===== src/rtl/axil_arbiter.sv =====
// Two-requester arbiter in front of one AXI4-Lite master port, one transaction outstanding.
// Define AXIL_ARB_FIXED_PRIO_EN for fixed priority (requester 0 wins); default is round-robin.
module axil_arbiter #(
  parameter int unsigned AW = 4
) (
  input  logic            clk,
  input  logic            rstn,
  // requester side
  input  logic [1:0]      req_vld,
  output logic [1:0]      req_rdy,
  input  logic [1:0]      req_we,
  input  logic [2*AW-1:0] req_addr,
  input  logic [15:0]     req_wdata,
  output logic [1:0]      rsp_vld,
  output logic [7:0]      rsp_data,
  output logic            rsp_err,
  // AXI read address / data
  output logic [AW-1:0]   m_araddr,
  output logic            m_arvalid,
  input  logic            m_arready,
  input  logic [31:0]     m_rdata,
  input  logic [1:0]      m_rresp,
  input  logic            m_rvalid,
  output logic            m_rready,
  // AXI write address / data / response
  output logic [AW-1:0]   m_awaddr,
  output logic            m_awvalid,
  input  logic            m_awready,
  output logic [31:0]     m_wdata,
  output logic [3:0]      m_wstrb,
  output logic            m_wvalid,
  input  logic            m_wready,
  input  logic [1:0]      m_bresp,
  input  logic            m_bvalid,
  output logic            m_bready
);

  typedef enum logic [2:0] {
    StIdle,
    StRaddr,
    StRdata,
    StWreq,
    StWresp
  } state_e;

  state_e state_q, state_d;

  logic          win_q, win_d;
  logic [AW-1:0] addr_q, addr_d;
  logic [7:0]    wdata_q, wdata_d;
  logic          aw_done_q, aw_done_d;
  logic          w_done_q, w_done_d;
  logic [1:0]    req_rdy_q, req_rdy_d;
  logic [1:0]    rsp_vld_q, rsp_vld_d;
  logic [7:0]    rsp_data_q, rsp_data_d;
  logic          rsp_err_q, rsp_err_d;

  logic grant;
  logic grant_idx;

`ifndef AXIL_ARB_FIXED_PRIO_EN
  logic last_q;
`endif

  // Only the low byte and resp[1] are consumed.
  logic unused_bits;
  assign unused_bits = ^{m_rdata[31:8], m_rresp[0], m_bresp[0]};

  // No grant in the cycle a response pulses, which enforces one idle turnaround cycle.
  always_comb begin
    grant = (state_q == StIdle) && (req_vld != 2'b00) && (rsp_vld_q == 2'b00);
`ifdef AXIL_ARB_FIXED_PRIO_EN
    grant_idx = ~req_vld[0];
`else
    if (req_vld == 2'b11) begin
      grant_idx = ~last_q;
    end else begin
      grant_idx = req_vld[1];
    end
`endif
  end

  // State register
  always_ff @(posedge clk) begin
    if (!rstn) begin
      state_q <= StIdle;
    end else begin
      state_q <= state_d;
    end
  end

  // Next-state logic
  always_comb begin
    state_d = state_q;
    case (state_q)
      StIdle: begin
        if (grant) begin
          state_d = req_we[grant_idx] ? StWreq : StRaddr;
        end
      end
      StRaddr: begin
        if (m_arready) begin
          state_d = StRdata;
        end
      end
      StRdata: begin
        if (m_rvalid) begin
          state_d = StIdle;
        end
      end
      StWreq: begin
        if ((aw_done_q || m_awready) && (w_done_q || m_wready)) begin
          state_d = StWresp;
        end
      end
      StWresp: begin
        if (m_bvalid) begin
          state_d = StIdle;
        end
      end
      default: state_d = StIdle;
    endcase
  end

  // FSM outputs
  always_comb begin
    m_arvalid = (state_q == StRaddr);
    m_rready  = (state_q == StRdata);
    m_awvalid = (state_q == StWreq) && !aw_done_q;
    m_wvalid  = (state_q == StWreq) && !w_done_q;
    m_bready  = (state_q == StWresp);
  end

  // Datapath next-state
  always_comb begin
    win_d      = win_q;
    addr_d     = addr_q;
    wdata_d    = wdata_q;
    aw_done_d  = aw_done_q;
    w_done_d   = w_done_q;
    req_rdy_d  = 2'b00;
    rsp_vld_d  = 2'b00;
    rsp_data_d = 8'h00;
    rsp_err_d  = 1'b0;

    if (grant) begin
      win_d                = grant_idx;
      addr_d               = grant_idx ? req_addr[2*AW-1:AW] : req_addr[AW-1:0];
      wdata_d              = grant_idx ? req_wdata[15:8] : req_wdata[7:0];
      aw_done_d            = 1'b0;
      w_done_d             = 1'b0;
      req_rdy_d[grant_idx] = 1'b1;
    end

    // Each write channel drops on its own handshake.
    if (state_q == StWreq) begin
      if (m_awready) begin
        aw_done_d = 1'b1;
      end
      if (m_wready) begin
        w_done_d = 1'b1;
      end
    end

    if ((state_q == StRdata) && m_rvalid) begin
      rsp_vld_d[win_q] = 1'b1;
      rsp_data_d       = m_rdata[7:0];
      rsp_err_d        = m_rresp[1];
    end

    if ((state_q == StWresp) && m_bvalid) begin
      rsp_vld_d[win_q] = 1'b1;
      rsp_err_d        = m_bresp[1];
    end
  end

  always_ff @(posedge clk) begin
    if (!rstn) begin
      win_q      <= 1'b0;
      addr_q     <= '0;
      wdata_q    <= 8'h00;
      aw_done_q  <= 1'b0;
      w_done_q   <= 1'b0;
      req_rdy_q  <= 2'b00;
      rsp_vld_q  <= 2'b00;
      rsp_data_q <= 8'h00;
      rsp_err_q  <= 1'b0;
    end else begin
      win_q      <= win_d;
      addr_q     <= addr_d;
      wdata_q    <= wdata_d;
      aw_done_q  <= aw_done_d;
      w_done_q   <= w_done_d;
      req_rdy_q  <= req_rdy_d;
      rsp_vld_q  <= rsp_vld_d;
      rsp_data_q <= rsp_data_d;
      rsp_err_q  <= rsp_err_d;
    end
  end

`ifndef AXIL_ARB_FIXED_PRIO_EN
  // Reset to 1 so requester 0 wins the first contention.
  always_ff @(posedge clk) begin
    if (!rstn) begin
      last_q <= 1'b1;
    end else if (grant) begin
      last_q <= grant_idx;
    end
  end
`endif

  assign req_rdy  = req_rdy_q;
  assign rsp_vld  = rsp_vld_q;
  assign rsp_data = rsp_data_q;
  assign rsp_err  = rsp_err_q;
  assign m_araddr = addr_q;
  assign m_awaddr = addr_q;
  assign m_wdata  = {24'h000000, wdata_q};
  assign m_wstrb  = 4'b0001;

endmodule

===== config.mk =====
export PLATFORM = sky130hd
export DESIGN_NAME = axil_arbiter
export DESIGN_NICKNAME = d
export VERILOG_FILES = /design/src/rtl/axil_arbiter.sv
export SDC_FILE = /design/constraint.sdc
export NUM_CORES = 1
export LEC_CHECK = 0
export ABC_AREA = 1
export BUFFER_PORTS_ARGS = -buffer_cell sky130_fd_sc_hd__buf_2
export CAP_MARGIN = 40
export CORE_UTILIZATION = 39
export DETAILED_ROUTE_END_ITERATION = 8
export PLACE_DENSITY_LB_ADDON = 0.3
export SLEW_MARGIN = 20
export SYNTH_ARGS = -nofsm -noshare
export SYNTH_HDL_FRONTEND = slang
export SYNTH_SLANG_ARGS = --single-unit

===== constraint.sdc =====
create_clock -name clk -period 1.65 [get_ports clk]
set_input_delay 0.165 -clock clk [delete_from_list [all_inputs] [get_ports clk]]
set_output_delay 0.165 -clock clk [all_outputs]
set_load 0.1 [all_outputs]

==> results.md <==
* Ys Warns at 0
* Starting density of the core at 0.405
* Post-DP HPWL at 2460 um
* PwrDens at 2270 mW/mm2
* Core ar. at 0.00400 mm2
* Comb power frac at 0.607
* Setup CP Type: flop to output pin
* Row count at 23
* Via count at 1492
* Total power at 4.88 mW
* CP Capture Point: m_bready
* Crit path buf inv count at 2
* Adder-Cell Fraction of Synth Area at 0
* CP max-delay cell: buf_2
* Vias per std cell at 4.16
* CP startpoint kind: flop
* Die span in x at 66.5 um
* Critical path data required time at 1.48 ns
* Post-place setup slack at 0.246 ns
* Sw Pwr at 2.78 mW
* Max VDD drop at 0.000922 V
* Clk Latency, worst-skew pair at 0.28 ns
* Fraction of layout cells with a size suffix above 1 at 0.346
* Cells after Synth at 233
* Fin crit period at 1.59 ns
* Critical-path cell list: inv_2, nor3_4, buf_2
* Worst path max stage delay at 0.45 ns
* Fin util at 0.536
* Non-filler cells, final at 359
* First-pass GRT wire length at 5040 um
* GP Congestion at 0.806
* Hold Buf Count CTS at 0
* Drt pass-1 iters at 6
* Total die area at 0.00442 mm2
* Fin Setup TNS at 0 ns
* Clk pwr share at 0.169
* Xor and xnor area share after synthesis at 0
* Compound-Gate Fraction of Synth Area at 0.110
* Grt total ovfl at 0
* Area contributors post-synth: dfxtp_1 40%, buf_4 15%, nor2_1 11%, nand2_1 9.0%, inv_1 5.6%
* WHS at 0.0906 ns
* Largest family of logic cells by synthesized area: simple AND/OR/NAND/NOR gates
* Count of cell types in the netlist at 22
* CTS tree: done
* Post-Synthesis Mean Instance Area at 6.96 um2
* Total CTS buffers at 5
* Cell area after layout at 0.00214 mm2
* Port Buffer Count at 78
* Mux contribution to synthesized area at 0
* Worst reg-to-reg setup slack at 0.28 ns
* Internal power at 2.10 mW
* Sw Share at 0.569
* Pleak at 1.18 nW
* Critical path launch point: state_q[2]
* Clock root buffer: clkbuf_8
* Syn-to-layout area delta at 32.3%
* Period utilization at 0.965
* # setup viols final at 0
* CP Max Fanout at 5
* R2R Path End: wdata_q[3]
* R2R Path Start: state_q[1]
* Fin nets at 379
* #FFs+latches synth at 32
* Post-DRT Antenna Nets at 0
* Routed wire per std cell at 9.34 um
* # Max-Cap Violations at 0
* Die H at 66.5 um
* Yosys top cell by area: dfxtp_1
* Final WL at 3350 um
* Sequential share of power at 0.224
* Synth cell count leaders: 47 x nor2_1, 39 x nand2_1, 32 x buf_4, 32 x dfxtp_1, 24 x inv_1
* Post-CTS Setup Inserts at 0
* RSZ-0062 raised after global routing: no
* Crit path max-delay family: buffers and inverters
* Post-synthesis simple-gate area fraction at 0.248
* Clock Pin Slew Worst Setup and Hold Paths at 0.07 ns
* # diodes at 0
* Pins Over Slew Limit at 0
* Top-count cell post-synth: nor2_1
* Final Hold Fails at 0
* Levels on crit path at 3
* DR DRC count at 0
* Fraction of registers with async set/reset at 0
* Vias in the first global route at 1153
* Max Buffers Root-to-Sink at 2
* Final WS setup at 0.0569 ns
* Initial antenna violation count at 0
* Top FF cell, synth: dfxtp_1
* Arrival time of the worst setup path at 1.43 ns
* Seq/Total Area, Yosys at 0.395
* Reg2Reg Depth at 8
* PostCTS Resize Cnt at 1
* Worst min path class: primary input to flop
* Synthesized area at 0.00162 mm2
* Detailed router's first-iteration violation count at 50
* Num ports at 133
* Status: completed
* Largest net degree at the start of global routing at 23
* Top cell type's share of synthesized area at 0.395
* Dpl cell area at 0.00201 mm2
* Clock skew at 0.00615 ns
* Critical path endpoint category: output pin
* Cells after DPL at 351
* Post-synth EDFFs at 0
* Max Clock Freq at 628 MHz
* GRT Resource Usage Total at 0.154
* H-tree depth at 2
* Sink Count at 32
[sequential cells by signal, indices dropped and copies added, names as in the netlist]
register   cells
state_q        3
aw_done_q      1
rsp_vld        2
rsp_data       8
w_done_q       1
wdata_q        8
rsp_err        1
win_q          1
req_rdy        2
last_q         1
m_araddr       4
[cells by family (layout without fill, tap and decap cells)]
group | after synthesis | in the layout
AND/OR/NAND/NOR | 99 | 99
buffers and inverters | 66 | 116
other | 2 | 28
flip-flops | 32 | 32
AO/OA/AOI/OAI | 34 | 34
[tightest hold or removal path, cell delays in order]
cell and delay (ns):
buf_2 0.09, inv_1 0.04, nor2_1 0.03
[routing by layer]
layer / GRT usage / up-vias / wire [um]
met5: 0 / - / 0
met4: 0.0638 / 0 / 31
met3: 0.0531 / 4 / 285
met2: 0.258 / 68 / 1530
met1: 0.176 / 620 / 1500
li1: - / 800 / -
[power groups by stage]
stage / Combinational [mW] / Sequential, mW / Clock, mW
after floorplan: 1.70 / 1.99 / 0
after global placement: 2.94 / 1.09 / 0
after detailed placement: 2.96 / 1.10 / 0
after CTS: 2.96 / 1.09 / 0.850
after global routing: 3.12 / 1.11 / 0.894
final: 2.96 / 1.09 / 0.825
[layout by cell type (no fill, tap or decap)]
| cell | Yosys | routed |
|---|---|---|
| nand3_1 | 5 | 3 |
| nor2_2 | 3 | 4 |
| buf_4 | 32 | 2 |
| o22ai_1 | 1 | 1 |
| dfxtp_2 | 0 | 5 |
| nand3b_1 | 2 | 2 |
| a21oi_1 | 16 | 16 |
| o21bai_1 | 2 | 2 |
| nor2_1 | 47 | 45 |
| nor3_4 | 0 | 1 |
| buf_12 | 0 | 5 |
| conb_1 | 2 | 28 |
| clkinvlp_4 | 0 | 1 |
| dfxtp_1 | 32 | 27 |
| nand2_2 | 1 | 1 |
| a21boi_1 | 0 | 1 |
| bufinv_16 | 0 | 1 |
| nor2_4 | 0 | 1 |
| inv_1 | 24 | 23 |
| o21ai_0 | 14 | 14 |
| clkinv_1 | 1 | 1 |
| nor3_2 | 1 | 1 |
| nand3_2 | 0 | 2 |
| inv_2 | 2 | 2 |
| nand2_1 | 39 | 39 |
| clkbuf_8 | 0 | 7 |
| buf_2 | 1 | 74 |
[how the worst min path moves through the flow]
| stage | endpoint | slack [ns] | startpoint | cells past startpoint |
|---|---|---|---|---|
| floorplan | last_q | 0.25 | rstn | 1 |
| global placement | rsp_data[4] | 0.38 | m_rdata[4] | 3 |
| detailed placement | rsp_data[7] | 0.38 | m_rdata[7] | 3 |
| CTS | rsp_data[3] | 0.08 | m_rdata[3] | 3 |
| global route | rsp_data[1] | 0.08 | m_rdata[1] | 3 |
| finish | rsp_data[5] | 0.09 | m_rdata[5] | 3 |
[final cells by class]
type | count | area, um2
fillers | 419 | 1860
inverters | 27 | 105
multi-input cells | 161 | 718
clock inverters | 1 | 30.0
flip-flops and latches | 32 | 647
clock buffers | 7 | 96.3
repair buffers | 81 | 485
well taps | 50 | 62.6
No activity file was read; power rests on OpenSTA's default activity.
